<file path="config.mk">
export PLATFORM = sky130hd
export DESIGN_NAME = alu_exec_seq_flat
export DESIGN_NICKNAME = d
export VERILOG_FILES = /design/src/rtl/alu_exec_seq_if.sv /design/src/rtl/alu_exec_seq.sv /design/src/flat_wrapper.sv
export SDC_FILE = /design/constraint.sdc
export NUM_CORES = 1
export LEC_CHECK = 0
export CORE_MARGIN = 2
export CORE_UTILIZATION = 35
export DETAILED_ROUTE_END_ITERATION = 7
export GPL_TIMING_DRIVEN = 0
export PLACE_DENSITY = 0.62
export SETUP_SLACK_MARGIN = 0.02
export SYNTH_ARGS = -nofsm -noshare
export SYNTH_HDL_FRONTEND = slang
export SYNTH_SLANG_ARGS = --single-unit
</file>
<file path="constraint.sdc">
create_clock -name clk -period 4 [get_ports clk]
set_input_delay 0.8 -clock clk [delete_from_list [all_inputs] [get_ports clk]]
set_output_delay 0.8 -clock clk [all_outputs]
set_load 0.01 [all_outputs]
</file>
<file path="src/rtl/alu_exec_seq_if.sv">
// alu_exec_seq_if
// Bundles the operation handshake, decoder link and result handshake of the
// ALU sequencer.
//   in_valid/in_ready        operation offer / accept
//   in_opcode, in_a, in_b    operation code and operands
//   dec_opcode, dec_enable   registered opcode out, one-hot unit enable back
//   out_valid/out_ready      result offer / accept
//   out_result, out_err      result and illegal-operation flag
//   busy                     sequencer not idle
// slave is the sequencer side; master is the producer/consumer/decoder side.
interface alu_exec_seq_if #(
   parameter int WIDTH = 32
);
   logic             in_valid;
   logic             in_ready;
   logic [3:0]       in_opcode;
   logic [WIDTH-1:0] in_a;
   logic [WIDTH-1:0] in_b;
   logic [3:0]       dec_opcode;
   logic [6:0]       dec_enable;
   logic             out_valid;
   logic             out_ready;
   logic [WIDTH-1:0] out_result;
   logic             out_err;
   logic             busy;

   modport slave (
      input  in_valid, in_opcode, in_a, in_b, dec_enable, out_ready,
      output in_ready, dec_opcode, out_valid, out_result, out_err, busy
   );

   modport master (
      output in_valid, in_opcode, in_a, in_b, dec_enable, out_ready,
      input  in_ready, dec_opcode, out_valid, out_result, out_err, busy
   );
endinterface

</file>
<file path="src/rtl/alu_exec_seq.sv">
// alu_exec_seq
// Sequencing front end for the ALU datapath. Takes one operation at a time,
// registers it, lets the external decoder pick the unit, executes logic and
// add/sub/compare in one cycle and shifts one bit per cycle, then holds the
// result until the consumer accepts it.
// Ports:
//   clk    clock, rising edge
//   rst_n  synchronous active-low reset
//   bus    alu_exec_seq_if.slave (see interface file for signal list)
//
// state   | meaning
// --------+-------------------------------------------------------------
// S_IDLE  | waiting for an operation, in_ready high
// S_EXEC  | decoder enable sampled, single-cycle ops resolved, shift set up
// S_SHIFT | one shift step per cycle until the count runs out
// S_DONE  | result offered on out_valid until out_ready
module alu_exec_seq #(
   parameter int WIDTH = 32
) (
   input logic            clk,
   input logic            rst_n,
   alu_exec_seq_if.slave  bus
);
   localparam int SHW = $clog2(WIDTH);

   typedef enum logic [1:0] {S_IDLE, S_EXEC, S_SHIFT, S_DONE} state_e;
   typedef enum logic [1:0] {K_SLL, K_SRL, K_SRA} kind_e;

   state_e           state_q, state_d;
   logic [3:0]       opc_q, opc_d;
   logic [WIDTH-1:0] a_q, a_d;
   logic [WIDTH-1:0] b_q, b_d;
   logic [WIDTH-1:0] sh_q, sh_d;
   logic [SHW-1:0]   cnt_q, cnt_d;
   kind_e            kind_q, kind_d;
   logic [WIDTH-1:0] res_q, res_d;
   logic             err_q, err_d;
   logic [WIDTH-1:0] sh_next;

   // Arithmetic right shift keeps the MSB in place, so replicating the
   // current MSB is the same as filling with the original a[WIDTH-1].
   always_comb begin
      sh_next = sh_q;
      case (kind_q)
         K_SLL:   sh_next = {sh_q[WIDTH-2:0], 1'b0};
         K_SRL:   sh_next = {1'b0, sh_q[WIDTH-1:1]};
         default: sh_next = {sh_q[WIDTH-1], sh_q[WIDTH-1:1]};
      endcase
   end

   always_comb begin
      state_d = state_q;
      opc_d   = opc_q;
      a_d     = a_q;
      b_d     = b_q;
      sh_d    = sh_q;
      cnt_d   = cnt_q;
      kind_d  = kind_q;
      res_d   = res_q;
      err_d   = err_q;
      case (state_q)
         S_IDLE: begin
            if (bus.in_valid) begin
               opc_d   = bus.in_opcode;
               a_d     = bus.in_a;
               b_d     = bus.in_b;
               state_d = S_EXEC;
            end
         end
         S_EXEC: begin
            state_d = S_DONE;
            if (!$onehot(bus.dec_enable)) begin
               res_d = '0;
               err_d = 1'b1;
            end else if (bus.dec_enable[0]) begin
               res_d = a_q & b_q;
               err_d = 1'b0;
            end else if (bus.dec_enable[1]) begin
               res_d = a_q | b_q;
               err_d = 1'b0;
            end else if (bus.dec_enable[2]) begin
               res_d = a_q ^ b_q;
               err_d = 1'b0;
            end else if (bus.dec_enable[3]) begin
               err_d = 1'b0;
               case (opc_q)
                  4'b0011: res_d = a_q + b_q;
                  4'b0100: res_d = a_q - b_q;
                  4'b0101: res_d = {{(WIDTH-1){1'b0}}, ($signed(a_q) < $signed(b_q))};
                  4'b0110: res_d = {{(WIDTH-1){1'b0}}, (a_q < b_q)};
                  default: begin
                     // addsub unit enabled for an opcode it cannot execute
                     res_d = '0;
                     err_d = 1'b1;
                  end
               endcase
            end else begin
               sh_d  = a_q;
               cnt_d = b_q[SHW-1:0];
               if (bus.dec_enable[4])      kind_d = K_SLL;
               else if (bus.dec_enable[5]) kind_d = K_SRL;
               else                        kind_d = K_SRA;
               if (b_q[SHW-1:0] == '0) begin
                  res_d = a_q;
                  err_d = 1'b0;
               end else begin
                  state_d = S_SHIFT;
               end
            end
         end
         S_SHIFT: begin
            sh_d  = sh_next;
            cnt_d = cnt_q - 1'b1;
            if (cnt_q == SHW'(1)) begin
               res_d   = sh_next;
               err_d   = 1'b0;
               state_d = S_DONE;
            end
         end
         S_DONE: begin
            if (bus.out_ready) state_d = S_IDLE;
         end
         default: state_d = S_IDLE;
      endcase
   end

   always_ff @(posedge clk) begin
      if (!rst_n) begin
         state_q <= S_IDLE;
         opc_q   <= '0;
         a_q     <= '0;
         b_q     <= '0;
         sh_q    <= '0;
         cnt_q   <= '0;
         kind_q  <= K_SLL;
         res_q   <= '0;
         err_q   <= 1'b0;
      end else begin
         state_q <= state_d;
         opc_q   <= opc_d;
         a_q     <= a_d;
         b_q     <= b_d;
         sh_q    <= sh_d;
         cnt_q   <= cnt_d;
         kind_q  <= kind_d;
         res_q   <= res_d;
         err_q   <= err_d;
      end
   end

   assign bus.in_ready   = (state_q == S_IDLE) && rst_n;
   assign bus.busy       = (state_q != S_IDLE);
   assign bus.out_valid  = (state_q == S_DONE);
   assign bus.dec_opcode = opc_q;
   assign bus.out_result = res_q;
   assign bus.out_err    = err_q;
endmodule

</file>
<file path="src/flat_wrapper.sv">
// flat-port wrapper written by rule: the top's interface ports become plain ports
module alu_exec_seq_flat 
#(
   parameter int WIDTH = 32
)
  (clk, rst_n, bus_in_valid, bus_in_opcode, bus_in_a, bus_in_b, bus_dec_enable, bus_out_ready, bus_in_ready, bus_dec_opcode, bus_out_valid, bus_out_result, bus_out_err, bus_busy);
  alu_exec_seq_if #(.WIDTH(WIDTH)) bus_i ();
  input logic clk;
  input logic rst_n;
  input wire logic [$bits(bus_i.in_valid)-1:0] bus_in_valid;
  input wire logic [$bits(bus_i.in_opcode)-1:0] bus_in_opcode;
  input wire logic [$bits(bus_i.in_a)-1:0] bus_in_a;
  input wire logic [$bits(bus_i.in_b)-1:0] bus_in_b;
  input wire logic [$bits(bus_i.dec_enable)-1:0] bus_dec_enable;
  input wire logic [$bits(bus_i.out_ready)-1:0] bus_out_ready;
  output wire logic [$bits(bus_i.in_ready)-1:0] bus_in_ready;
  output wire logic [$bits(bus_i.dec_opcode)-1:0] bus_dec_opcode;
  output wire logic [$bits(bus_i.out_valid)-1:0] bus_out_valid;
  output wire logic [$bits(bus_i.out_result)-1:0] bus_out_result;
  output wire logic [$bits(bus_i.out_err)-1:0] bus_out_err;
  output wire logic [$bits(bus_i.busy)-1:0] bus_busy;
  assign bus_i.in_valid = bus_in_valid;
  assign bus_i.in_opcode = bus_in_opcode;
  assign bus_i.in_a = bus_in_a;
  assign bus_i.in_b = bus_in_b;
  assign bus_i.dec_enable = bus_dec_enable;
  assign bus_i.out_ready = bus_out_ready;
  assign bus_in_ready = bus_i.in_ready;
  assign bus_dec_opcode = bus_i.dec_opcode;
  assign bus_out_valid = bus_i.out_valid;
  assign bus_out_result = bus_i.out_result;
  assign bus_out_err = bus_i.out_err;
  assign bus_busy = bus_i.busy;
  alu_exec_seq #(.WIDTH(WIDTH)) u_core (.clk(clk), .rst_n(rst_n), .bus(bus_i));
endmodule
</file>
## Word level (Yosys, flattened, before mapping)

Cells that the tools add are included.

| cells by class | value |
|---|---|
| add/sub/neg operators | 9 |
| magnitude comparators | 2 |
| equal/unequal tests | 19 |
| muxes and demuxes | 43 |
| bitwise operators | 7 |
| reductions and logical operators | 12 |

Operator list:

| operator | number |
|---|---|
| $mux 32 | 12 |
| $pmux 32 s2 | 3 |
| $pmux 32 s4 | 1 |
| $lt 32x32->1 | 2 |
| $add 32x32->32 | 1 |
| $and 32x32->32 | 1 |
| $or 32x32->32 | 1 |
| $sub 32x32->32 | 1 |
| $xor 32x32->32 | 1 |
| $mux 5 | 5 |
| $mux 2 | 10 |
| $eq 4x3->1 const B | 3 |
| $ne 2x2->1 const B | 6 |
| $reduce_and 6->1 | 2 |
| $pmux 5 s2 | 1 |
| $mux 1 | 9 |
| $pmux 2 s4 | 1 |
| $ne 7x7->1 const B | 1 |
| $add 1x1->2 | 3 |
| $add 3x3->3 | 2 |
| $reduce_and 3->1 | 2 |
| $eq 5x1->1 const B | 1 |
| $logic_not 5->1 | 1 |
| $sub 5x1->5 const B | 1 |
| other kinds (13) | 21 |

| word-level totals | value |
|---|---|
| bits in registers | 142 |
| input bits | 79 |
| output and inout port bits | 40 |
| logic and storage cells | 101 |

## Logic depth before layout (Yosys ltp)

| logic depth | value |
|---|---|
| depth after elaboration | 9 |
| depth in mapped cells | 17 |
| gate-level depth less buffers | 14 |

## Least setup slack after synthesis

Ideal clock, no wire load.

| path | value |
|---|---|
| path type | in2reg |
| start | input bus_dec_enable[0] |
| end | register u_core.sh_q[0] |
| library setup time | 0.116 ns |
| arrival time | 4.222 ns |
| required time | 3.884 ns |
| setup slack | -0.338 ns |
| stages | 16 |
| buffers on the path | 3 |
| cell sequence | clkbuf_1 -> inv_1 -> clkbuf_1 -> ha_1 -> fa_1 -> ha_1 -> inv_1 -> fa_1 -> xor2_1 -> nand3_1 -> nor4_1 -> nand2_1 -> o21ai_1 -> clkbuf_1 -> o211ai_1 -> o211a_1 |

| between the ends | value |
|---|---|
| word-level cells in the longest chain between the ends | 6 |
| elaborated cells on any way between the ends | 7 |
| classes of those cells | add/sub (3); eq/ne (3); reduce/logical (1) |

RTL lines:

| what | RTL line | text |
|---|---|---|
| start: declaration | flat_wrapper.sv:14 | `input wire logic [$bits(bus_i.dec_enable)-1:0] bus_dec_enable;` |
| $add 1x1->2 (not written as such) | alu_exec_seq.sv:72 | `if (!$onehot(bus.dec_enable)) begin` |
| $add 3x3->3 (not written as such) (2 in series) | alu_exec_seq.sv:72 |  |
| $eq 3x1->1 | alu_exec_seq.sv:72 |  |
| $ne 2x1->1 (no line) | - |  |
| $reduce_and 6->1 (no line) * | - |  |
| end signal: assignment | alu_exec_seq.sv:133 | `sh_q <= '0;` |
| end signal: assignment | alu_exec_seq.sv:143 | `sh_q <= sh_d;` |
| end: declaration | alu_exec_seq.sv:33 | `logic [WIDTH-1:0] sh_q, sh_d;` |

Every way passes the cells marked *; elsewhere a longest branch is shown, timed or not.
A chain may end at the register's enable or synchronous reset.

## Final worst setup path

| path | value |
|---|---|
| start | register u_core.a_q[12] |
| end | register u_core.res_q[31] (netlist: u_core.bus.out_result[31]) |

| between the ends | value |
|---|---|
| word-level cells in the longest chain between the ends | 8 |
| elaborated cells on any way between the ends | 9 |
| classes of those cells | add/sub (2); mux (7) |

RTL lines:

| what | RTL line | text |
|---|---|---|
| start: declaration | alu_exec_seq.sv:31 | `logic [WIDTH-1:0] a_q, a_d;` |
| start signal: assignment | alu_exec_seq.sv:131 | `a_q <= '0;` |
| start signal: assignment | alu_exec_seq.sv:141 | `a_q <= a_d;` |
| $sub 32x32->32 or $add 32x32->32 (tied branches) | alu_exec_seq.sv:88, alu_exec_seq.sv:87 |  |
| $pmux 32 s4 * | alu_exec_seq.sv:86 | `case (opc_q)` |
| $mux 32 * | alu_exec_seq.sv:84 | `end else if (bus.dec_enable[3]) begin` |
| $mux 32 * | alu_exec_seq.sv:81 | `end else if (bus.dec_enable[2]) begin` |
| $mux 32 * | alu_exec_seq.sv:78 | `end else if (bus.dec_enable[1]) begin` |
| $mux 32 * | alu_exec_seq.sv:75 | `end else if (bus.dec_enable[0]) begin` |
| $mux 32 * | alu_exec_seq.sv:72 |  |
| $pmux 32 s2 * | alu_exec_seq.sv:61 | `case (state_q)` |
| end signal: assignment | alu_exec_seq.sv:146 | `res_q <= res_d;` |
| end: declaration | alu_exec_seq.sv:36 | `logic [WIDTH-1:0] res_q, res_d;` |

Marked as above.

==> impl_metrics.ini <==
[routing]
wl_per_cell_um = 24.6
vias = 13676
ant_nets = 0
drc = 0
initialDrtViolationCount = 1801
totalWireLength_um = 55300
drt-pass1-iter-count = 8
viasPerCell = 6.09

[hold_path]
worstHoldStart = u_core.b_q[13]
min_path_cells = 2
holdPathEnd = u_core.b_q[13]
hp-class = reg -> reg

[layout]
nFillCells = 3566
nets = 1980
final_cell_mix = nand2_1, dfxtp_1, a21oi_1, inv_1, ha_1
finalInstanceArea_um2 = 14700
insertedDiodeCount = 0
multiInputGateArea_um2 = 8420
drive_above_1_share = 0.0765
regArea_um2 = 2840
final_common_cell = nand2_1
fin_cells = 2246
syn2layout_area_growth_pct = 21.6

[floorplanning]
core_um2 = 34300
start_util = 0.353
die-area_um2 = 36100
die_x_um = 190
placementRows = 68
top_level_ports = 119
die_h_um = 190

[power_and_ir_drop]
swShare = 0.483
vdd_drop_max_uv = 392
p_comb_frac = 0.565
netSwitchingPower_mw = 4.21
pwr-share-seq = 0.247
finalPower_mw = 8.70
p_int_mw = 4.50
p_leak_nw = 5.75
power_density_nw_per_um2 = 591
clock_power_share = 0.188

[logic_synthesis]
synthMuxAreaShare = 0.0203
synth_top_family_by_area = compound AO/OA/AOI/OAI gates
synth_area_per_cell_um2 = 7.42
synth_compound_area_frac = 0.345
synth_xor_area_frac = 0.00289
ys_ff_latch = 142
async_reset_ff_frac = 0
synth-adder-area-share = 0.130
synthDistinctLibCells = 88
synth_edf_count = 0
synth-simple-area-share = 0.188
synth_area_leaders = dfxtp_1, ha_1, nand2_1, a21oi_1, a21boi_0
seq_area_frac_synth = 0.235
netlist_area_um2 = 12100
yosys_warnings = 0
yosys.area.top_type_share = 0.235
synthCells = 1632
synth_flop_cell = dfxtp_1
synth_nets = 1834
yosysTopAreaCell = dfxtp_1

[clock_tree]
cts.clk_slew.worst_paths_ns = 0.07
cts.path.max_buffers = 2
cts_tree = built
numCtsBuffers = 17
clock_latency_ns = 0.45
htree_num_levels = 4
cts_num_sinks = 142
hold_buffers = 0
clockRootBuffer = clkbuf_16

[setup_path]
worstPathRequired_ns = 4.33
cp_max_fo = 10
critPathLaunch = u_core.a_q[12]
critPathMostFrequentCell = inv_1
worstSetupPathType = reg -> reg
end_kind = flop
arrival_ns = 4.21
cp-start-kind = flop
crit_chain = inv_1 -> ha_1 -> buf_2 -> inv_1 -> nor3_1 -> o211ai_1 -> a21oi_1 -> o31ai_2 -> o41ai_1 -> xor2_1 -> a221oi_1 -> a31oi_1
r2r-end = u_core.bus.out_result[31]
cpPeakStageDelay_ns = 0.57
worstRegToRegCells = 12
slowest_stage = nor3_1
reg2reg_from = u_core.a_q[12]
reg2reg_slack_ns = 0.12

[sta]
clock_skew_ns = 0.0132
final-setup-viol-count = 0
min_period_ns = 3.88
tightest_slew_ns = 1.14
slew_viol_final = 0
max_freq_ghz = 0.257
final-hold-violation-count = 0
slew_headroom = 0.242
tns_ns = 0
fin_crit_sh = 0.971
rsz0062_at_grt = false

[placement]
dp.cells = 2204
port_buffers = 117
place_congestion = 0.957
place_hpwl_um = 41800
dpl-instance-area_um2 = 13900

[grt]
grt_use_total = 0.303
grt_pass1_vias = 12922
grt_first_pass_wirelength_um = 81300
grt_max_degree = 17
antenna_found_initial = 0
grt_overflow = 0

[outcome]
status = finished clean

[flow_run]
maxCapViolations = 0
## cells in the mapped netlist (5+ instances only)
library cell  instances
o21bai_1             10
nor2b_1              22
inv_1               121
nand3_1              31
or3_1                 5
dfxtp_1             142
nor3_1               23
ha_1                118
nand4_1               9
buf_2                11
fa_1                  5
a221o_1              16
o2111ai_1             8
o22ai_1               6
o221ai_1             15
a211oi_1             18
nor2_1              104
buf_4                 5
nand2b_1              5
and3_1               13
mux2i_1              19
and2_1                7
mux2_2                5
buf_1                 8
o211ai_1             43
clkbuf_1             93
o211a_1              26
a21oi_1             127
a31oi_1              22
nand2_1             249
a21boi_0             75
nor4_1                7
a22oi_1              10
a221oi_1             36
a21o_1               18
o31ai_1              10
o21ai_0              94
o311ai_0              6
## critical path, delay by kind of cell, from the launching register on
| kind | cells | cell delay, ns |
|---|---|---|
| fa+ha+maj | 1 | 0.28 |
| compound gates | 6 | 1.91 |
| simple gates | 1 | 0.57 |
| xor+xnor | 1 | 0.12 |
| buf+inv | 3 | 0.44 |
| flops | 1 | 0.45 |
## state kept, by name (all words and copies together) (netlist names)
| register | flops |
|---|---|
| u_core.a_q | 32 |
| u_core.b_q | 32 |
| u_core.bus.out_result | 32 |
| u_core.sh_q | 32 |
| u_core.cnt_q | 5 |
| u_core.bus.dec_opcode | 4 |
| u_core.kind_q | 2 |
| u_core.state_q | 2 |
| u_core.bus.out_err | 1 |
## power groups by stage
stage / sequential, mW / clock, mW / combinational, mW
CTS: 2.13 / 1.65 / 4.76
global route: 2.18 / 1.71 / 5.23
floorplan: 2.06 / 0 / 2.77
global placement: 2.15 / 0 / 4.51
detailed placement: 2.16 / 0 / 4.53
finish: 2.14 / 1.64 / 4.92
## layer usage
metal | vias up | wire length [um] | GRT usage
li1 | 6159 | - | -
met3 | 163 | 5810 | 0.0732
met2 | 839 | 24200 | 0.474
met1 | 6515 | 23000 | 0.399
met4 | 0 | 2270 | 0.125
met5 | - | 0 | 0
## per-stage QoR
stage / hold slack [ns] / worst slack [ns] / utilization
after floorplan: 0.451 / 0.0256 / -
after global placement: 0.468 / -2.03 / 0.406
after detailed placement: 0.475 / -2.02 / 0.406
after CTS: 0.486 / 0.0540 / 0.429
after global routing: 0.511 / 0.0373 / 0.430
final: 0.482 / 0.116 / 0.430
## worst max-delay path by stage
stage                                      to  depth (start not counted)
floorplan                     u_core.cnt_q[4]                         15
global placement     u_core.bus.out_result[7]                         14
detailed placement   u_core.bus.out_result[7]                         14
CTS                 u_core.bus.out_result[25]                         17
global route                  u_core.cnt_q[3]                         15
finish              u_core.bus.out_result[31]                         12
## cell families after synthesis
| kind of cell | count (synthesis) |
|---|---|
| AOI/OAI and AO/OA | 593 |
| xor gates and xnor gates | 4 |
| adders and majority gates | 123 |
| buffers and inverters | 241 |
| DFF | 142 |
| muxes | 24 |
| and+or+nand+nor | 505 |
## cell type report
type	count	share of cell area
flip-flops and latches	142	0.193
clock inverters	12	0.00934
clock buffers	20	0.0296
plain buffers	120	0.0436
multi-input cells	1249	0.571
well taps	455	0.0386
inverters	121	0.0308
repair buffers	127	0.0837
## timing repair
item                                    CTS  global route
pin swaps                                 6             2
endpoints found under the setup margin   72            62
gates resized for setup                  49            13
setup buffers                            10             0
Note: power is estimated with default switching activity, not from simulation.
